$ cat src/rtl/rc522_init_seq.sv
// rc522_init_seq
//   Power-up sequencer for the MFRC522 reader and the only master of the
//   rc522_if user API. A start pulse runs: soft reset, wait, poll CommandReg
//   until PowerDown clears, a fixed register table, an antenna-on
//   read-modify-write of TxControlReg, then a VersionReg check. The result
//   is reported with a one-cycle done pulse plus ok/err/version levels.
// Ports
//   clk, rst_n       clock, async active-low reset
//   start            1-cycle run request (ignored while busy or on done cycle)
//   busy, done       run in progress / end-of-run pulse
//   ok, err          pass level; error code 00 none, 01 poll timeout, 10 version
//   version          VersionReg value of the last run
//   if_req_write/_read, if_addr, if_wr_data   request side of rc522_if
//   if_rd_data, if_data_valid, if_busy        response side of rc522_if
module rc522_init_seq #(
  parameter int RST_WAIT_CYCLES = 50000,
  parameter int POLL_LIMIT      = 16,
  parameter int POLL_GAP_CYCLES = 1000
) (
  input  logic       clk,
  input  logic       rst_n,
  input  logic       start,
  output logic       busy,
  output logic       done,
  output logic       ok,
  output logic [1:0] err,
  output logic [7:0] version,
  output logic       if_req_write,
  output logic       if_req_read,
  output logic [7:0] if_addr,
  output logic [7:0] if_wr_data,
  input  logic [7:0] if_rd_data,
  input  logic       if_data_valid,
  input  logic       if_busy
);
  localparam int RCW = $clog2(RST_WAIT_CYCLES + 1);
  localparam int PCW = $clog2(POLL_LIMIT + 1);
  localparam int GCW = $clog2(POLL_GAP_CYCLES + 1);
  localparam logic [RCW-1:0] RST_LAST  = RCW'(RST_WAIT_CYCLES - 1);
  localparam logic [PCW-1:0] POLL_LAST = PCW'(POLL_LIMIT - 1);
  localparam logic [GCW-1:0] GAP_LAST  = GCW'(POLL_GAP_CYCLES - 1);

  typedef enum logic [3:0] {
    S_IDLE, S_RST_WR, S_RST_WAIT, S_POLL_RD, S_POLL_GAP,
    S_TBL_WR, S_ANT_RD, S_ANT_WR, S_VER_RD, S_FINISH
  } state_t;

  state_t         state_q;
  logic           phase_q;   // 0 = issue, 1 = wait for data_valid
  logic           busy_q, done_q, ok_q;
  logic [1:0]     err_q;
  logic [7:0]     version_q, ant_q;
  logic           req_wr_q, req_rd_q;
  logic [7:0]     addr_q, wdata_q;
  logic [RCW-1:0] rst_cnt_q;
  logic [PCW-1:0] poll_cnt_q;
  logic [GCW-1:0] gap_cnt_q;
  logic [2:0]     tbl_idx_q;

  // Register init table: {address, data}
  function automatic logic [15:0] tbl_entry(input logic [2:0] idx);
    case (idx)
      3'd0:    tbl_entry = 16'h2A_8D;  // TModeReg
      3'd1:    tbl_entry = 16'h2B_3E;  // TPrescalerReg
      3'd2:    tbl_entry = 16'h2D_1E;  // TReloadReg low
      3'd3:    tbl_entry = 16'h2C_00;  // TReloadReg high
      3'd4:    tbl_entry = 16'h15_40;  // TxASKReg
      3'd5:    tbl_entry = 16'h11_3D;  // ModeReg
      default: tbl_entry = 16'h00_00;
    endcase
  endfunction

  // Access descriptor of the current state; acc_en=0 for non-access states.
  logic       acc_en, acc_wr;
  logic [7:0] acc_addr, acc_data;
  always_comb begin
    acc_en   = 1'b1;
    acc_wr   = 1'b0;
    acc_addr = 8'h00;
    acc_data = 8'h00;
    case (state_q)
      S_RST_WR:  begin acc_wr = 1'b1; acc_addr = 8'h01; acc_data = 8'h0F; end
      S_POLL_RD: acc_addr = 8'h01;
      S_TBL_WR:  begin acc_wr = 1'b1; {acc_addr, acc_data} = tbl_entry(tbl_idx_q); end
      S_ANT_RD:  acc_addr = 8'h14;
      S_ANT_WR:  begin acc_wr = 1'b1; acc_addr = 8'h14; acc_data = ant_q | 8'h03; end
      S_VER_RD:  acc_addr = 8'h37;
      default:   acc_en = 1'b0;
    endcase
  end

  always_ff @(posedge clk or negedge rst_n) begin
    if (!rst_n) begin
      state_q    <= S_IDLE;
      phase_q    <= 1'b0;
      busy_q     <= 1'b0;
      done_q     <= 1'b0;
      ok_q       <= 1'b0;
      err_q      <= 2'b00;
      version_q  <= 8'h00;
      ant_q      <= 8'h00;
      req_wr_q   <= 1'b0;
      req_rd_q   <= 1'b0;
      addr_q     <= 8'h00;
      wdata_q    <= 8'h00;
      rst_cnt_q  <= '0;
      poll_cnt_q <= '0;
      gap_cnt_q  <= '0;
      tbl_idx_q  <= '0;
    end else begin
      req_wr_q <= 1'b0;
      req_rd_q <= 1'b0;
      done_q   <= 1'b0;
      if (acc_en) begin
        if (!phase_q) begin
          // addr/data are registered with the req and held until data_valid
          if (!if_busy) begin
            req_wr_q <= acc_wr;
            req_rd_q <= !acc_wr;
            addr_q   <= acc_addr;
            wdata_q  <= acc_data;
            phase_q  <= 1'b1;
          end
        end else if (if_data_valid) begin
          phase_q <= 1'b0;
          case (state_q)
            S_RST_WR: begin
              rst_cnt_q <= '0;
              state_q   <= S_RST_WAIT;
            end
            S_POLL_RD: begin
              if (if_rd_data[4]) begin
                poll_cnt_q <= poll_cnt_q + PCW'(1);
                if (poll_cnt_q == POLL_LAST) begin
                  err_q   <= 2'b01;
                  state_q <= S_FINISH;
                end else begin
                  gap_cnt_q <= '0;
                  state_q   <= S_POLL_GAP;
                end
              end else begin
                tbl_idx_q <= '0;
                state_q   <= S_TBL_WR;
              end
            end
            S_TBL_WR: begin
              if (tbl_idx_q == 3'd5) state_q <= S_ANT_RD;
              else                   tbl_idx_q <= tbl_idx_q + 3'd1;
            end
            S_ANT_RD: begin
              ant_q   <= if_rd_data;
              state_q <= S_ANT_WR;
            end
            S_ANT_WR: state_q <= S_VER_RD;
            S_VER_RD: begin
              version_q <= if_rd_data;
              if (if_rd_data != 8'h91 && if_rd_data != 8'h92) err_q <= 2'b10;
              state_q <= S_FINISH;
            end
            default: state_q <= S_IDLE;
          endcase
        end
      end else begin
        case (state_q)
          S_IDLE: begin
            // done_q high means this is the done cycle: a start here is dropped
            if (start && !done_q) begin
              err_q      <= 2'b00;
              ok_q       <= 1'b0;
              version_q  <= 8'h00;
              poll_cnt_q <= '0;
              busy_q     <= 1'b1;
              phase_q    <= 1'b0;
              state_q    <= S_RST_WR;
            end
          end
          S_RST_WAIT: begin
            if (rst_cnt_q == RST_LAST) state_q <= S_POLL_RD;
            else                       rst_cnt_q <= rst_cnt_q + RCW'(1);
          end
          S_POLL_GAP: begin
            if (gap_cnt_q == GAP_LAST) state_q <= S_POLL_RD;
            else                       gap_cnt_q <= gap_cnt_q + GCW'(1);
          end
          S_FINISH: begin
            done_q  <= 1'b1;
            ok_q    <= (err_q == 2'b00);
            busy_q  <= 1'b0;
            state_q <= S_IDLE;
          end
          default: state_q <= S_IDLE;
        endcase
      end
    end
  end

  assign busy         = busy_q;
  assign done         = done_q;
  assign ok           = ok_q;
  assign err          = err_q;
  assign version      = version_q;
  assign if_req_write = req_wr_q;
  assign if_req_read  = req_rd_q;
  assign if_addr      = addr_q;
  assign if_wr_data   = wdata_q;
endmodule

$ cat config.mk
export PLATFORM = sky130hd
export DESIGN_NAME = rc522_init_seq
export DESIGN_NICKNAME = d
export VERILOG_FILES = /design/src/rtl/rc522_init_seq.sv
export SDC_FILE = /design/constraint.sdc
export NUM_CORES = 1
export LEC_CHECK = 0
export BUFFER_PORTS_ARGS = -buffer_cell sky130_fd_sc_hd__buf_2
export CAP_MARGIN = 20
export CORE_ASPECT_RATIO = 0.7
export CORE_UTILIZATION = 29
export CTS_CLUSTER_SIZE = 25
export DETAILED_ROUTE_END_ITERATION = 16
export HOLD_SLACK_MARGIN = 0.02
export PLACE_DENSITY = 0.46
export SLEW_MARGIN = 20
export SYNTH_ARGS = -nofsm -noshare
export SYNTH_HDL_FRONTEND = slang
export SYNTH_SLANG_ARGS = --single-unit
$ cat constraint.sdc
create_clock -name clk -period 2.6 [get_ports clk]
set_input_delay 0.52 -clock clk [delete_from_list [all_inputs] [get_ports clk]]
set_output_delay 0.52 -clock clk [all_outputs]
set_load 0.005 [all_outputs]
==> results of run 1 <==
-- synthesized netlist by cell type (3+ instances only) --
master and n:
xnor2_1 3, buf_2 3, o21ai_0 51, clkbuf_1 18, nor3_1 8, and2_1 8, dfrtp_1 74, nor4bb_1 3
a21o_1 5, nor2_1 32, and3_1 5, a21oi_1 26, nand2b_1 5, o21a_1 4, mux2_2 7, a31oi_1 10
nand3_1 12, or2_2 4, nor4_1 3, or3_1 3, nor2b_1 5, o31ai_1 8, inv_1 18, nand4_1 8
ha_1 9, nor4b_1 4, nand2_1 61
-- power breakdown --
group | internal, mW | leakage [nW] | total (mW) | switching (mW)
Sequential | 1.61 | 0.965 | 2.01 | 0.397
Combinational | 1.01 | 1.01 | 2.51 | 1.50
Clock | 0.654 | 0.134 | 1.11 | 0.458
-- metrics by stage --
step	hold slack [ps]	power [mW]
after floorplan	224	3.58
after detailed placement	454	4.54
after global placement	447	4.49
final	182	5.63
after CTS	228	5.68
after global routing	232	6.13
-- layout make-up --
cell class | instances | area share [%]
repair buffers | 59 | 7.51
flip-flops and latches | 74 | 39.1
clock inverters | 4 | 0.423
inverters | 18 | 1.43
clock buffers | 10 | 5.05
multi-input cells | 330 | 41.6
well taps | 185 | 4.89
-- final timing paths --
check / endpoint / start / slack (ps) / cells past startpoint
hold reg to reg: if_addr[2] / if_addr[2] / 460 / 2
hold / removal: version[1] / rst_n / 180 / 2
setup / recovery: poll_cnt_q[3] / state_q[3] / 190 / 5
setup reg to reg: poll_cnt_q[3] / state_q[3] / 190 / 5
max in group asynchronous: gap_cnt_q[0] / rst_n / 2040 / 2
min in group clk: if_addr[2] / if_addr[2] / 460 / 2
-- layer usage --
metal,track usage (%),up-vias,wire (um),part of all wire (%)
li1,-,1686,-,-
met1,25.8,1670,5890,55
met2,21.2,95,4150,39
met3,4.29,2,600,5.6
met4,3.72,0,36,0.34
met5,0,-,0,0
-- cells by family (layout without fill, tap and decap cells) --
kind of cell | after synthesis | in the layout
AND/OR/NAND/NOR | 174 | 174
buffers and inverters | 42 | 91
multiplexers | 8 | 8
adder cells (fa/ha/maj) | 9 | 9
XOR/XNOR | 3 | 3
flip-flops | 74 | 74
other | 1 | 2
AO/OA/AOI/OAI | 134 | 134
-- sequential cells by signal (all words and copies together) (netlist names) --
signal and count:
rst_cnt_q 16, gap_cnt_q 10, if_wr_data 8, version 8, ant_q 6, if_addr 6, poll_cnt_q 5, state_q 4
tbl_idx_q 3, err 2, busy 1, done 1, if_req_read 1, if_req_write 1, ok 1, phase_q 1
-- cells in the final DEF (no fill, tap or decap), types with 3 or more instances in the layout --
master | netlist | final
nand4_1 | 8 | 8
o31ai_1 | 8 | 8
nand2b_1 | 5 | 5
and2_1 | 8 | 8
xnor2_1 | 3 | 3
nor4_1 | 3 | 3
nand3_1 | 12 | 12
clkbuf_16 | 0 | 9
nor3_1 | 8 | 8
nor2_1 | 32 | 32
dfrtp_1 | 74 | 74
nor2b_1 | 5 | 5
buf_2 | 3 | 40
clkinv_2 | 0 | 4
mux2_2 | 7 | 7
ha_1 | 9 | 9
a21oi_1 | 26 | 26
a21o_1 | 5 | 5
nor4b_1 | 4 | 4
o21a_1 | 4 | 4
a31oi_1 | 10 | 10
inv_1 | 18 | 18
buf_4 | 2 | 18
nor4bb_1 | 3 | 3
or2_2 | 4 | 4
o21ai_0 | 51 | 51
and3_1 | 5 | 5
nand2_1 | 61 | 61
-- repair_timing --
item,4_1_cts,5_1_grt
buffers inserted,0,0
setup endpoints to repair,0,4
gates resized for setup,0,1
==> metrics, run 1 <==
status finished clean; peak supply drop just over 0.5 mV; crit share post-route approximately 93%; Clock Tree Buf Depth 2; Worst EP arrival 2650 ps; routability-driven placement congestion ratio 0.844; Final setup violation count 0; Sequential Area between 1500 and 2000 um^2; cts hold-fix bufs 0; first-pass GRT wire length approximately 18 mm; worst skew pair latency about 330 ps; XOR/XNOR Fraction of Synth Area less than 1%; die extent in y approximately 100 um; Layout area overhead 18.8%; main combinational cell family by area after synthesis simple AND/OR/NAND/NOR gates; # DRC 0; via count approximately 3500; number of global-route vias before repair about 3300; Mapped Area 3990 um^2; CP Launch Type register; dpl cell area ~4500 um^2; number of buffers created by CTS 9; leakage power 2.10 nW; Synth Area in Simple Gates between 20% and 30%; number of flops mapped to enable cells by yosys 0; Crit. End Element register; final std cells w/o fill 680; critical path's top delay family simple AND/OR/NAND/NOR gates; Crit path largest cell delay between 600 and 700 ps; CP max FO 9; drt wl/cell roughly 16 um; HPWL after DPL 7.77 mm; n_diodes 0; post-synthesis mux area share roughly 2.2%; Ys Warns 0; # clock sinks 74; clock slew at reported path FFs approximately 60 ps; die area between 10000 and 15000 um^2; CP bufs+invs 0; largest net degree at the start of global routing 75; Hold Vio Cnt, Final 0; Initial DRC Count approximately 220; CTS tree done; Crit-path slowest cell or4b_1; filler cell count between 1000 and 1500; Max Freq approximately 410 MHz; Rows 35; sequential fraction of the synthesis area between 40% and 50%; Max-slew headroom approximately two fifths; Fin Setup TNS 0 ps; final wirelength 10.7 mm; Synth Instances approximately 450; # placed instances ~670; Worst Tran Pin Value 898 ps; GRT Resource Usage Total 16.2%; final global-route overflow total 0; Seq cells post-synth 74; pre-CTS WS about 150 ps; Initial Utilization a little under a third; clock root buffer clkbuf_16; H-tree depth 3; Post-synth ARST share between 90% and 100%; IO Pins 44; initial antenna violation count 0; DRT Pass-1 Iters 5; Slew Limit Fails 0; Synth Area in Compound Gates about a fifth; most common flop cell mapped by yosys dfrtp_1; Post-Synth Adder-Cell Area under 10%; Power Density 1190 nW/um^2; vias per cell 5.08; core box area ~13000 um^2; crit path kind reg2reg; RSZ-0062 raised after global routing false; chip width between 100 and 150 um; synth unique cells 60; fin area around 4700 um^2; post-synth top area share a little under half; Min-Delay Path Class in2async; Req. time, crit path approximately 2800 ps; leading post-synthesis cells by cell area dfrtp_1 46%, o21ai_0 6.4%, nand2_1 5.7%; syn_area_per_cell 8.96 um^2; post-route minimum period approximately 2400 ps; cells along the critical path or4b_1, o22ai_4, o211ai_2, or3_1, a21oi_1; post-synth top area cell dfrtp_1; Final WS setup between 150 and 200 ps; antenna viol nets, final 0; Layout Skew 6.30 ps; Nets between 500 and 600; max-cap violation count 0; share of layout cells above drive strength 1 a little under a fifth; Multi-input gate area 1970 um^2; Finished Core Util between 30% and 40%; number of port buffers between 40 and 50
Power figures use the tool's default switching activity.
==> run 2, diff against run 1 <==
BUFFER_PORTS_ARGS = not set   (was -buffer_cell sky130_fd_sc_hd__buf_2)
DONT_BUFFER_PORTS = 1   (was not set)
PLACE_DENSITY = 0.44   (was 0.46)
==> run 2 against run 1 <==
Against the previous run: clock-buffer cell count increased by 2; global-route usage grew 0.25 points; routed wire length is 2.0% higher; final cell count decreased by 5.9%; critical path depth stayed put; worst setup slack got worse by 10 ps; via count is 3.4% lower; worst hold slack lost 130 ps; sequential share of layout area up 1.5 points; final area decreased by 3.6%; critical endpoint is now if_wr_data[3].
==> metrics, run 2 (same netlist as run 1, synthesis figures left out) <==
n_diodes 0 (unchanged); Nets 472 (-8.2%); leakage power 1.92 nW (-8.7%); # clock sinks 74 (unchanged); die extent in y 100 um (unchanged); peak supply drop 0.452 mV (-12%); Psw 2.36 mW (+0.32%); Req. time, crit path 2780 ps (-60 ps); clock network fraction of total power 22.6% (+2.8 points); Initial DRC Count 318 (+43%); antenna viol nets, final 0 (unchanged); overall power 5.62 mW (about the same); Layout Skew 5.50 ps (-0.797 ps); core box area 13300 um^2 (unchanged); Rows 35 (unchanged); Crit path largest cell delay 680 ps (+50 ps); share of layout cells above drive strength 1 10.5% (-7.8 points); Clock Tree Buf Depth 2 (unchanged); initial antenna violation count 0 (unchanged); # DRC 0 (unchanged); Slew Limit Fails 0 (unchanged); H-tree depth 3 (unchanged); status finished clean; HPWL after DPL 7.79 mm (+0.31%); Comb pwr share 40.8% (-3.8 points); max-cap violation count 0 (unchanged); Crit-path slowest cell or4b_1; drt wl/cell 17.0 um (+8.4%); DRT Pass-1 Iters 4 (-1); CP max FO 24 (+15); biggest regs rst_cnt_q: 16 flops, gap_cnt_q: 10 flops; die area 14200 um^2 (unchanged); RSZ-0062 raised after global routing false; P_int 3.26 mW (-0.39%); IO Pins 44 (unchanged); number of global-route vias before repair 3148 (-3.6%); final global-route overflow total 0 (unchanged); Power Density 1230 nW/um^2 (+3.6%); Final setup violation count 0 (unchanged); dpl cell area 4240 um^2 (-5.3%); number of buffers created by CTS 9 (unchanged); crit share post-route 93.1% (+0.40 points); switching share of power 42.0% (+0.17 points); Worst EP arrival 2600 ps (-50 ps); clock root buffer clkbuf_16; largest net degree at the start of global routing 75 (unchanged); Max Freq 413 MHz (-0.43%); first-pass GRT wire length 17.8 mm (-0.92%); Initial Utilization 30.0% (unchanged); cells along the critical path or4b_1, o21a_2, or3_1, nand2_1, o21ai_0; number of port buffers 0 (-100%); worst skew pair latency 340 ps (about the same); CP Launch Type register; post-route minimum period 2420 ps (+10.4 ps); Max-slew headroom 42.6% (+2.8 points); CTS tree done; clock slew at reported path FFs 60 ps (about the same); Flop pwr share 36.6% (+1.0 points); Largest register FFs 16 (unchanged); Layout area overhead 14.5%; Fin Setup TNS 0 ps (unchanged); pre-CTS WS 174 ps (+23.8 ps); Sequential Area 1850 um^2 (unchanged); commonest cells after routing, fill and taps aside 74 x dfrtp_1, 61 x nand2_1, 51 x o21ai_0, 32 x nor2_1, 26 x a21oi_1; fin area 4560 um^2 (-3.6%); filler cell count 1349 (-0.37%); via count 3334 (-3.4%); Final WS setup 178 ps (-10.4 ps); chip width 142 um (unchanged); Crit. End Element register; Multi-input gate area 1970 um^2 (about the same); routability-driven placement congestion ratio 0.783 (-7.2%); Min-Delay Path Class in2async; Worst Tran Pin Value 856 ps (-42.1 ps); commonest non-fill, non-tap cell in the layout dfrtp_1; Hold Vio Cnt, Final 0 (unchanged); most flop-heavy register rst_cnt_q; vias per cell 5.21 (+2.6%); crit path kind reg2reg; GRT Resource Usage Total 16.5% (+0.25 points); final wirelength 10.9 mm (+2.0%)
[run 2: what timing repair did]
item | in CTS | in global routing
resized for setup | 0 | 0
hold buffers | 1 | 0
hold endpoints to repair | 74 | 0
buffers inserted | 0 | 0
[run 2: final cells by class]
class / count / share of cell area (%)
clock inverter: 4 / 1.12
tap: 185 / 5.07
sequential: 74 / 40.6
inverter: 18 / 1.48
timing repair buffer: 17 / 3.23
clock buffer: 12 / 5.40
multi-input combinational: 330 / 43.1
[run 2: final timing paths]
path                          startpoint             to  slack, ps  cells after the start
max reg2reg                   state_q[1]  if_wr_data[3]        180                      5
max                           state_q[1]  if_wr_data[3]        180                      5
min in group clk           if_rd_data[7]     version[7]        310                      2
max in group asynchronous          rst_n  rst_cnt_q[13]       2210                      1
min                                rst_n   gap_cnt_q[6]         60                      1
min reg2reg                poll_cnt_q[4]  poll_cnt_q[4]        500                      2
[run 2: stage by stage]
stage / std cells / hold slack [ps] / util (%)
detailed placement: 623 / 230 / 31.9
floorplan: 446 / 224 / -
global placement: 623 / 230 / 31.9
CTS: 640 / 89.1 / 34.4
finish: 640 / 56.8 / 34.4
global route: 640 / 100 / 34.4
[run 2: power groups by stage]
stage / clock (mW) / sequential (mW) / combinational, mW
5_1_grt: 1.36 / 2.13 / 2.60
2_1_floorplan: 0 / 1.93 / 1.65
3_3_place_gp: 0 / 2.08 / 2.22
6_report: 1.27 / 2.06 / 2.29
3_5_place_dp: 0 / 2.07 / 2.25
4_1_cts: 1.30 / 2.06 / 2.29
[run 2: per-layer routing]
| metal | track usage [%] | vias to the layer above | share of wire (%) |
|---|---|---|---|
| met1 | 26.0 | 1637 | 56 |
| met2 | 21.4 | 78 | 38 |
| met3 | 4.44 | 6 | 4.8 |
| met4 | 4.47 | 0 | 0.73 |
| li1 | - | 1613 | - |
| met5 | 0 | - | 0 |
[run 2: critical path: cells and delay by family (launching register included)]
family / cells / cell delay (ps)
DFF: 1 / 410
and+or+nand+nor: 3 / 1490
AOI/OAI and AO/OA: 2 / 370
